$ cat src/rtl/hazard_pkg.sv
// Shared constants for the pipeline hazard controller: NOP encoding,
// multdiv stall-policy encodings and the stall counter width.
package hazard_pkg;

  localparam int STALL_CNT_W = 16;

  localparam int MD_MODE_BUSY = 0;
  localparam int MD_MODE_DEP  = 1;

  // Wide enough for any supported instruction width; sliced to IR_W at use.
  localparam int NOP_MAX_W = 64;
  localparam logic [NOP_MAX_W-1:0] NOP_WORD = '0;

endpackage

$ cat src/rtl/md_tracker.sv
// Tracks one in-flight mult/div: busy flag, destination register,
// a watchdog counter and a sticky timeout flag.
module md_tracker #(
  parameter int REG_W  = 5,
  parameter int MD_LAT = 32
) (
  input  logic             clock,
  input  logic             reset_n,
  input  logic             md_start,
  input  logic             md_ready,
  input  logic [REG_W-1:0] rd_dx,
  output logic             md_busy,
  output logic [REG_W-1:0] md_rd,
  output logic             md_timeout
);

  localparam int CNT_W = $clog2(MD_LAT);
  localparam logic [CNT_W-1:0] CNT_LAST = CNT_W'(MD_LAT - 1);

  logic [CNT_W-1:0] mdCnt;

  // md_start and md_ready are single-cycle pulses with no back-pressure;
  // md_ready is only honoured while busy, and a start landing together
  // with a ready is a clear-then-set that restarts the watchdog.
  always_ff @(posedge clock or negedge reset_n) begin
    if (!reset_n) begin
      md_busy    <= 1'b0;
      md_rd      <= '0;
      mdCnt      <= '0;
      md_timeout <= 1'b0;
    end else if (md_start) begin
      md_busy <= 1'b1;
      md_rd   <= rd_dx;
      mdCnt   <= '0;
    end else if (md_busy) begin
      if (md_ready) begin
        md_busy <= 1'b0;
        mdCnt   <= '0;
      end else if (mdCnt == CNT_LAST) begin
        md_busy    <= 1'b0;
        md_timeout <= 1'b1;
        mdCnt      <= '0;
      end else begin
        mdCnt <= mdCnt + 1'b1;
      end
    end
  end

endmodule

$ cat src/rtl/hazard_ctrl.sv
// Pipeline hazard controller: load-use and multdiv stalls, DX bubble
// insertion on stall/flush/write-to-r0, and a saturating stall counter.
module hazard_ctrl
  import hazard_pkg::*;
#(
  parameter int REG_W    = 5,
  parameter int IR_W     = 32,
  parameter int MD_LAT   = 32,
  parameter int LOAD_LAT = 1,
  parameter int MD_MODE  = 0
) (
  input  logic                   clock,
  input  logic                   reset_n,
  input  logic [IR_W-1:0]        ir_fd,
  input  logic [REG_W-1:0]       rs_fd,
  input  logic [REG_W-1:0]       rt_fd,
  input  logic [REG_W-1:0]       rd_fd,
  input  logic                   rtype_fd,
  input  logic                   we_fd,
  input  logic                   md_fd,
  input  logic                   branch_taken,
  input  logic                   lw_dx,
  input  logic [REG_W-1:0]       rd_dx,
  input  logic                   md_start,
  input  logic                   md_ready,
  output logic                   stall,
  output logic [IR_W-1:0]        ir_dx,
  output logic                   md_busy,
  output logic [REG_W-1:0]       md_rd,
  output logic                   md_timeout,
  output logic [STALL_CNT_W-1:0] stall_cycles
);

  function automatic logic srcHit(input logic [REG_W-1:0] r,
                                  input logic [REG_W-1:0] rs,
                                  input logic [REG_W-1:0] rt,
                                  input logic             rtype);
    return (r != '0) && ((r == rs) || (rtype && (r == rt)));
  endfunction

  logic             lwXmQ;
  logic [REG_W-1:0] rdXmQ;
  logic             hitDx;
  logic             hitXm;
  logic             loadHaz;
  logic             mdHazBusy;
  logic             mdHazDep;
  logic             mdHaz;
  logic             wrZero;

  md_tracker #(
    .REG_W (REG_W),
    .MD_LAT(MD_LAT)
  ) u_md_tracker (
    .clock     (clock),
    .reset_n   (reset_n),
    .md_start  (md_start),
    .md_ready  (md_ready),
    .rd_dx     (rd_dx),
    .md_busy   (md_busy),
    .md_rd     (md_rd),
    .md_timeout(md_timeout)
  );

  // Second load-use stage; a stalled cycle hands XM a bubble, not the load.
  always_ff @(posedge clock or negedge reset_n) begin
    if (!reset_n) begin
      lwXmQ <= 1'b0;
      rdXmQ <= '0;
    end else begin
      lwXmQ <= lw_dx & ~stall;
      rdXmQ <= rd_dx;
    end
  end

  always_comb begin
    hitDx     = lw_dx & srcHit(rd_dx, rs_fd, rt_fd, rtype_fd);
    hitXm     = lwXmQ & srcHit(rdXmQ, rs_fd, rt_fd, rtype_fd);
    loadHaz   = (LOAD_LAT == 2) ? (hitDx | hitXm) : hitDx;

    mdHazBusy = md_start | md_busy;
    mdHazDep  = (md_busy & (srcHit(md_rd, rs_fd, rt_fd, rtype_fd) | md_fd |
                            (we_fd & (rd_fd == md_rd)))) |
                (md_start & (srcHit(rd_dx, rs_fd, rt_fd, rtype_fd) | md_fd));
    case (MD_MODE)
      MD_MODE_BUSY: mdHaz = mdHazBusy;
      MD_MODE_DEP:  mdHaz = mdHazDep;
      default:      mdHaz = mdHazBusy;
    endcase

    stall  = loadHaz | mdHaz;
    wrZero = we_fd & (rd_fd == '0);
    ir_dx  = (stall | branch_taken | wrZero) ? NOP_WORD[IR_W-1:0] : ir_fd;
  end

  always_ff @(posedge clock or negedge reset_n) begin
    if (!reset_n) begin
      stall_cycles <= '0;
    end else if (stall && (stall_cycles != '1)) begin
      stall_cycles <= stall_cycles + 1'b1;
    end
  end

endmodule

$ cat config.mk
export PLATFORM = sky130hd
export DESIGN_NAME = hazard_ctrl
export DESIGN_NICKNAME = d
export VERILOG_FILES = /design/src/rtl/hazard_pkg.sv /design/src/rtl/md_tracker.sv /design/src/rtl/hazard_ctrl.sv
export SDC_FILE = /design/constraint.sdc
export NUM_CORES = 1
export LEC_CHECK = 0
export ABC_AREA = 1
export BUFFER_PORTS_ARGS = -buffer_cell sky130_fd_sc_hd__buf_2
export CAP_MARGIN = 20
export CORE_MARGIN = 4
export CORE_UTILIZATION = 30
export DETAILED_ROUTE_END_ITERATION = 7
export GPL_TIMING_DRIVEN = 0
export HOLD_SLACK_MARGIN = 0.12
export MAX_ROUTING_LAYER = met4
export PLACE_DENSITY_LB_ADDON = 0.08
export RECOVER_POWER = 100
export SLEW_MARGIN = 10
export SYNTH_ARGS = -nofsm -noshare
export SYNTH_HDL_FRONTEND = slang
export SYNTH_HIERARCHICAL = 1
export SYNTH_SLANG_ARGS = --single-unit
$ cat constraint.sdc
create_clock -name clock -period 1.9 [get_ports clock]
set_input_delay 0.095 -clock clock [delete_from_list [all_inputs] [get_ports clock]]
set_output_delay 0.095 -clock clock [all_outputs]
set_load 0.05 [all_outputs]
* Yosys cells after proc, flatten, opt, wreduce, memory -nomap -nowiden *
Index checks and enable logic that the tools add are counted.

cells by class
  equal/unequal tests = 4
  add/subtract/negate cells = 2
  bitwise operators = 8
  reductions and logical operators = 8
  multiplexer cells = 9

operators by type and width
  cell                                            number
  two-way mux 32 bit                              1
  two-way mux 5 bit                               4
  adder 16 x 1 -> 16 bit (second input constant)  1
  inequality test 16 bit (second input constant)  1
  == test 5 bit                                   2
  adder 5 x 1 -> 5 bit (second input constant)    1
  == test 5 bit (second input constant)           1
  logical NOT 5 bit                               1
  nonzero test 5 bit                              1
  two-way mux 1 bit                               4
  OR 1 bit                                        4
  AND reduction 4 bit                             1
  logical AND 1 bit                               3
  bitwise AND 1 bit                               2
  NOT 1 bit                                       2
  nonzero test 2 bit                              1
  logical OR 1 bit                                1

storage, ports and cells
  bits of input ports = 61
  register bits after elaboration = 28
  word-level logic and storage cells = 36

* Depth between registers and ports, before layout *
Gate-level depths: netlist of the first run.

  depth after elaboration = 9
  mapped depth = 12
  gate-level depth less buffers = 11

* Cells and area by module *
Netlist of the first run, hierarchy kept.

by module, submodules not included
  module       area an instance (sq um)  sequential area each (sq um)  cells an instance  instances
  hazard_ctrl  1508.9                    400.4                         256                1
  md_tracker   570.5                     300.3                         62                 1

* Worst setup path before layout of the first run *
OpenSTA, ideal clock, no wires.

  path kind = reg-to-output
  start = register u_md_tracker.md_busy
  end = output port ir_dx[10]
  path slack = -0.093 ns
  data required time = 1.805 ns
  data arrival time = 1.898 ns
  cell stages (with the launch flop) = 5
  cells stage by stage = dfrtp_1 > nor2_1 > nand4_1 > buf_2 > nor2_1

on the way
  cells in the longest elaborated chain, start to end = 5

ends and longest elaborated chain
  what                    line               source
  start, declared         md_tracker.sv:12   output logic md_busy,
  start signal, assigned  md_tracker.sv:27   md_busy <= 1'b0;
  start signal, assigned  md_tracker.sv:32   md_busy <= 1'b1;
  start signal, assigned  md_tracker.sv:37   md_busy <= 1'b0;
  OR 1 bit                hazard_ctrl.sv:81  mdHazBusy = md_start | md_busy;
  OR 1 bit                hazard_ctrl.sv:91  stall = loadHaz | mdHaz;
  OR 1 bit (2 in a row)   hazard_ctrl.sv:93  ir_dx = (stall | branch_taken | wrZero) ? NOP_WORD[IR_W-1:0] : ir_fd;
  two-way mux 32 bit      hazard_ctrl.sv:93
  end, declared           hazard_ctrl.sv:27  output logic [IR_W-1:0] ir_dx,

Every way passes these cells.

* Worst setup path in the final report of the first run *
  start = register u_md_tracker.md_busy
  end = output port ir_dx[1]

Same word-level chain as after synthesis.

==> results.md, run 1 <==
* Met3 Wirelength at 320 um
* Worst Reg2Reg Path Length in Cells at 9
* RSZ-0062 raised after global routing: no
* Horiz. Die Dim at 91.26 um
* PwrDens at between 600 and 700 nW/um2
* Hold Crit Start: md_start
* Synth unique cells at 25
* Crit Path Class: register to primary output
* Gr usage total at approximately 14%
* Area added between synthesis and finish at 38.69%
* ANT nets after route at 0
* Clock Latency Late Sink at 0.28 ns
* Tot Pwr at 1.906 mW
* Die Y at 91.26 um
* Critical path startpoint category: register
* Met1 WL at 2.638 mm
* Fraction of layout cells with a size suffix above 1 at a little over a quarter
* Worst Path Max Fanout at 10
* CP Cell Sequence: nor2_2 > nand4_1 > buf_4 > buf_4 > nor2_1 > buf_2
* WL final at 5.856 mm
* Slowest-stage cell, CP: dfrtp_2
* DR iter-0 viols at 38
* Initial Util at 30.78%
* Sum Neg Setup Slack at 0 ns
* Mean routed wirelength per cell at 11.13 um
* Row cnt at 30
* Max-cap violations at 0
* Fin crit share at 93.64%
* CORE AREA at just under 7000 um2
* Vias in the first global route at 2121
* Crit end category: primary output
* First-pass GRT wire length at 9.811 mm
* Compound-Gate Fraction of Synth Area at roughly 1.5%
* H-tree levels at 1
* Crit path top cell by count: buf_4
* Ys Warns at 6
* Detailed Place HPWL at 4.590 mm
* Pin count of the biggest net entering global routing at 29
* Outcome: finished clean
* Die Area at 8327 um2
* Adder-cell share of the synthesized area at 1.805%
* Main combinational cell family by area after synthesis: simple AND/OR/NAND/NOR gates
* Slowest stage delay, CP at 0.48 ns
* Slew headroom at between 50% and 60%
* Post-Synthesis Cell Area at between 2000 and 2500 um2
* Mux cell area share after synthesis at 0%
* Clock sink total at 28
* Syn Area/Cell at 6.539 um2
* Maximum buffer depth of the clock tree at 2
* Hold WS at around 0.21 ns
* Num CTS Buffers at 3
* Vias at approximately 2300
* Maximum operating frequency at approximately 560 MHz
* Grt ovf at 0
* Post-synthesis sequential area ratio at 33.69%
* Top Ports at 117
* Fill cells at roughly 750
* CTS tree: yes
* P_leak at 1.746 nW
* Router iterations before antenna repair at 4
* Worst r2r src: stall_cycles[0]
* Tmin final at 1.779 ns
* Uppermost layer routed: met4
* Post-Synth Simple-Gate Area at between 40% and 50%
* Worst VDD drop at 0.2450 mV
* Setup crit start: u_md_tracker/md_busy
* Hold Crit Class: input port to register
* Antenna fix cells at 0
* DR WL met2 at between 2 and 3 mm
* Worst EP arrival at 1.68 ns
* Cells after Synth at 318
* Inst Count DP at about 500
* Clock skew at 0.007913 ns
* Max Slew Vio Count at 0
* WHS Path Cells at 4
* Final Hold Viols at 0
* Vias per std cell at 4.306
* Yosys reg bits at 28
* # DRC at 0
* Final setup fails at 0
* Layout Nets at 511
* Syn_nets at 382
* Worst-Margin Slew at 0.7317 ns
* Critical Path RT at ~1.8 ns
* Final Non-Filler Cells at 526
* Gp weighted congestion at about 0.8
* Clock root buffer: clkbuf_8
* Clock Pin Slew Worst Setup and Hold Paths at about 0.09 ns
* Initial antenna violation count at 0
* Post-Synth XOR/XNOR Area at around 5.5%
* IO Port Bufs at roughly 120
layout by cell type (no fill, tap or decap), drive strengths merged:
cell / netlist / final
a31o: 1 / 1
nor2: 55 / 55
ha: 3 / 3
buf: 8 / 82
xor2: 7 / 7
nor4: 1 / 1
nor3: 3 / 3
nand3b: 1 / 1
nand3: 25 / 25
o21ai: 3 / 3
dlygate4sd3: 0 / 7
nand4: 7 / 7
inv: 58 / 58
dfrtp: 28 / 28
clkbuf: 0 / 47
xnor2: 6 / 6
nand2: 112 / 112
kinds of logic after synthesis:
| kind of cell | count (synthesis) |
|---|---|
| buf+inv | 66 |
| xor+xnor | 13 |
| fa+ha+maj | 3 |
| simple gates | 204 |
| compound gates | 4 |
| flops | 28 |
per-stage QoR:
step	utilization (%)	setup WS, ns	cell area [um2]
6_report	42.69	0.1209	2884
5_1_grt	42.69	0.008391	2884
4_1_cts	43.63	0.02124	2948
3_5_place_dp	40.81	0.1974	2758
3_3_place_gp	40.81	0.1892	2758
2_1_floorplan	-	-0.09269	2082
registers in the layout (all words and copies together), names as in the netlist:
signal	count
u_md_tracker/md_rd	5
u_md_tracker/mdCnt	5
u_md_tracker/md_busy	1
stall_cycles	16
u_md_tracker/md_timeout	1
final timing paths:
kind | endpoint | slack, ns
min in group asynchronous | stall_cycles[4] | 0.40
max in group asynchronous | u_md_tracker/md_busy | 0.98
min reg2reg | u_md_tracker/md_timeout | 0.48
min | u_md_tracker/md_rd[4] | 0.21
max | ir_dx[1] | 0.12
max reg2reg | stall_cycles[12] | 0.18
Yosys cell counts, drive strengths merged:
library cell / count / share of area (%)
a31o: 1 / 0.42
ha: 3 / 1.8
dfrtp: 28 / 34
nor3: 3 / 0.72
xor2: 7 / 2.9
inv: 58 / 11
nand2: 112 / 21
nor2: 55 / 12
nand3b: 1 / 0.36
o21ai: 3 / 1.1
buf: 8 / 3.1
xnor2: 6 / 2.5
nand4: 7 / 2.1
nor4: 1 / 0.30
nand3: 25 / 7.2
layer usage:
metal / global-route usage (%) / vias to the layer above
li1: - / 1211
met1: 18.03 / 991
met2: 24.71 / 61
met3: 2.817 / 2
met4: 2.261 / 0
met5: - / -
power by group:
group | total, mW | switching, mW | internal [mW]
sequential | 0.777 | 0.103 | 0.674
combinational | 0.789 | 0.561 | 0.228
clock | 0.339 | 0.189 | 0.151
cell type report:
type / count / area [um2] / area share, %
plain buffers: 8 / 80.08 / 2.777
flip-flops and latches: 28 / 704.4 / 24.43
inverters: 58 / 222.7 / 7.722
well taps: 80 / 100.1 / 3.471
repair buffers: 124 / 648.1 / 22.47
clock buffers: 4 / 45.04 / 1.562
multi-input cells: 224 / 1084 / 37.57
critical path: cells and delay by family (launching register included):
kind,cells,cell delay (ns)
buffers and inverters,3,0.58
DFF,1,0.48
and+or+nand+nor,3,0.34
timing repair:
action	4_1_cts	5_1_grt
hold endpoints to repair	34	0
setup buffers	0	2
pin swaps	0	1
resized for setup	30	10
setup endpoints to repair	30	30
hold buffers	7	0
Note: power is estimated with default switching activity, not from simulation.
==> run 2, diff against run 1 <==
==> constraint.sdc (replaced) <==
create_clock -name clock -period 1.9 [get_ports clock]
set_input_delay 0.38 -clock clock [delete_from_list [all_inputs] [get_ports clock]]
set_output_delay 0.38 -clock clock [all_outputs]
set_load 0.05 [all_outputs]
==> run 2 against run 1 <==
  * Clock skew fell by 0.0027 ns
  * The flow now finishes with violations (capacitance limit, slew limit, setup timing)
  * Global-route usage rose by 0.74 points
  * Sequential share of layout area fell by 3.9 points
  * Total power up 12%
  * Final cell count unchanged
  * Sequential cell count unchanged
  * Via count rose by 3.0%
  * Die area is the same
  * Critical path type is now input port to primary output
  * Sequential power fell by 1%
  * Count of clock-buffer cells in the layout shrank 1
  * Non-clock buffer count is the same
==> results.md, run 2 (synthesis gave the netlist of run 1 again) <==
* Top Ports at 117
* Max Slew Vio Count at 29
* Final Hold Viols at 0
* Most common cell after layout, fill and taps aside: nand2_1
* Die Area at 8327 um2
* Num CTS Buffers at 3
* Worst-Margin Slew at 1.545 ns
* WL final at ~6.6 mm
* Grt ovf at 0
* Router iterations before antenna repair at 4
* Crit end category: primary output
* Util after Layout at about half
* Worst Path Max Fanout at 6
* Horiz. Die Dim at about 90 um
* Commonest cells after routing, fill and taps aside: nand2_1 (106), buf_2 (53), inv_1 (50)
* Vias in the first global route at 2229
* Critical path startpoint category: input port
* PwrDens at about 620 nW/um2
* Outcome: finished, violations left
* CORE AREA at 6756 um2
* Worst Reg2Reg Path Length in Cells at 9
* Clock Latency Late Sink at approximately 0.28 ns
* Final setup fails at 32
* WHS Path Cells at 3
* Worst VDD drop at 0.2778 mV
* Layout Nets at 511
* Reg with most FFs: stall_cycles
* Initial antenna violation count at 0
* CTS tree: yes
* Clock skew at 0.005165 ns
* RSZ-0062 raised after global routing: yes
* Area added between synthesis and finish at 64.38%
* Fraction of layout cells with a size suffix above 1 at a little under two fifths
* Hold Crit Class: input port to register
* Max reg flops at 16
* Failing checks: capacitance limit, slew limit, setup timing
* H-tree levels at 1
* Sum Neg Setup Slack at -1.002 ns
* Maximum operating frequency at slightly above 500 MHz
* DR iter-0 viols at 79
* # DRC at 0
* Row cnt at 30
* Detailed Place HPWL at 4.679 mm
* Clock Pin Slew Worst Setup and Hold Paths at approximately 0.1 ns
* Mean routed wirelength per cell at 12.56 um
* Maximum buffer depth of the clock tree at 2
* Vias per std cell at 4.435
* First-pass GRT wire length at approximately 10 mm
* Crit Path Class: input port to primary output
* Clock root buffer: clkbuf_8
* Tmin final at roughly 2 ns
* Slew headroom at -2.978%
* Largest regs: stall_cycles (16), u_md_tracker/mdCnt (5), u_md_tracker/md_rd (5)
* Vias at 2333
* Gr usage total at 15.19%
* Pin count of the biggest net entering global routing at 29
* Die Y at 91.26 um
* Fin crit share at 103.0%
* Fill cells at 692
* ANT nets after route at 0
* Hold buffers post-CTS at 0
* Antenna fix cells at 0
* P_leak at between 1.5 and 2 nW
* IO Port Bufs at 115
* Initial Util at 30.78%
* Critical Path RT at between 1.5 and 2 ns
* Gp weighted congestion at 0.7898
* Clock sink total at 28
* Worst EP arrival at 1.58 ns
* Fin worst setup slack at -0.05667 ns
* Max-cap violations at 1
-- run 2: cell types whose count changed in the layout (fill, tap and decap cells not counted), moves of 4 or more --
cell / delta
buf_2: -19
clkbuf_4: -8
inv_4: +4
buf_8: +9
nor2_4: +27
buf_6: +27
dlygate4sd3_1: -7
nor2_1: -31
clkbuf_2: -7
nor2_2: +5
-- run 2: power by group --
part,total [mW],switching (mW),internal (mW)
logic,0.879,0.603,0.276
registers,0.769,0.0964,0.672
clock network,0.481,0.199,0.282
-- run 2: critical path, stage by stage --
cell and delay (ns):
buf_8 0.10, inv_4 0.04, nand4_1 0.09, o21ai_1 0.13, inv_1 0.06, nand2_2 0.07
nand4_1 0.09, buf_6 0.17, clkbuf_16 0.17, nor2_4 0.09, buf_6 0.16
-- run 2: worst paths after layout --
check,startpoint,to,slack [ns]
worst max-delay path,rd_dx[3],ir_dx[10],-0.06
worst min-delay path,rd_dx[4],u_md_tracker/md_rd[4],0.32
worst max register to register,stall_cycles[0],stall_cycles[7],0.07
worst min register to register,u_md_tracker/md_rd[1],u_md_tracker/md_rd[1],0.48
max in group asynchronous,reset_n,u_md_tracker/md_busy,0.43
min in group asynchronous,reset_n,stall_cycles[5],0.46
-- run 2: layout make-up --
type / instances / area [um2] / area share, %
multi-input cells: 224 / 1287 / 37.66
clock inverters: 1 / 30.03 / 0.8785
well taps: 80 / 100.1 / 2.928
plain buffers: 8 / 106.4 / 3.111
inverters: 58 / 229.0 / 6.698
clock buffers: 3 / 41.29 / 1.208
repair buffers: 124 / 920.9 / 26.94
flip-flops and latches: 28 / 703.2 / 20.57
-- run 2: stage by stage --
step | power, mW | hold slack (ns) | setup WS [ns] | std cells | cell area (um2)
after floorplan | 1.372 | 0.08441 | -0.07188 | 318 | 2173
after global placement | 1.598 | 0.4522 | -0.4442 | 513 | 2849
after detailed placement | 1.606 | 0.4573 | -0.4315 | 513 | 2849
after CTS | 2.164 | 0.1374 | -0.06734 | 522 | 3334
after global routing | 2.267 | 0.3072 | -0.1952 | 526 | 3418
final | 2.129 | 0.3153 | -0.05667 | 526 | 3418
-- run 2: what timing repair did --
item,4_1_cts,5_1_grt
pin swaps,3,3
buffers inserted,4,3
cloned,1,1
endpoints found under the setup margin,33,33
gates resized for setup,109,24
-- run 2: layer usage --
layer	up-vias	global-route usage (%)	share of wire, %
li1	1206	-	-
met4	0	2.261	0.61
met2	54	27.47	55
met5	-	-	0
met1	1069	17.69	39
met3	4	3.065	4.9
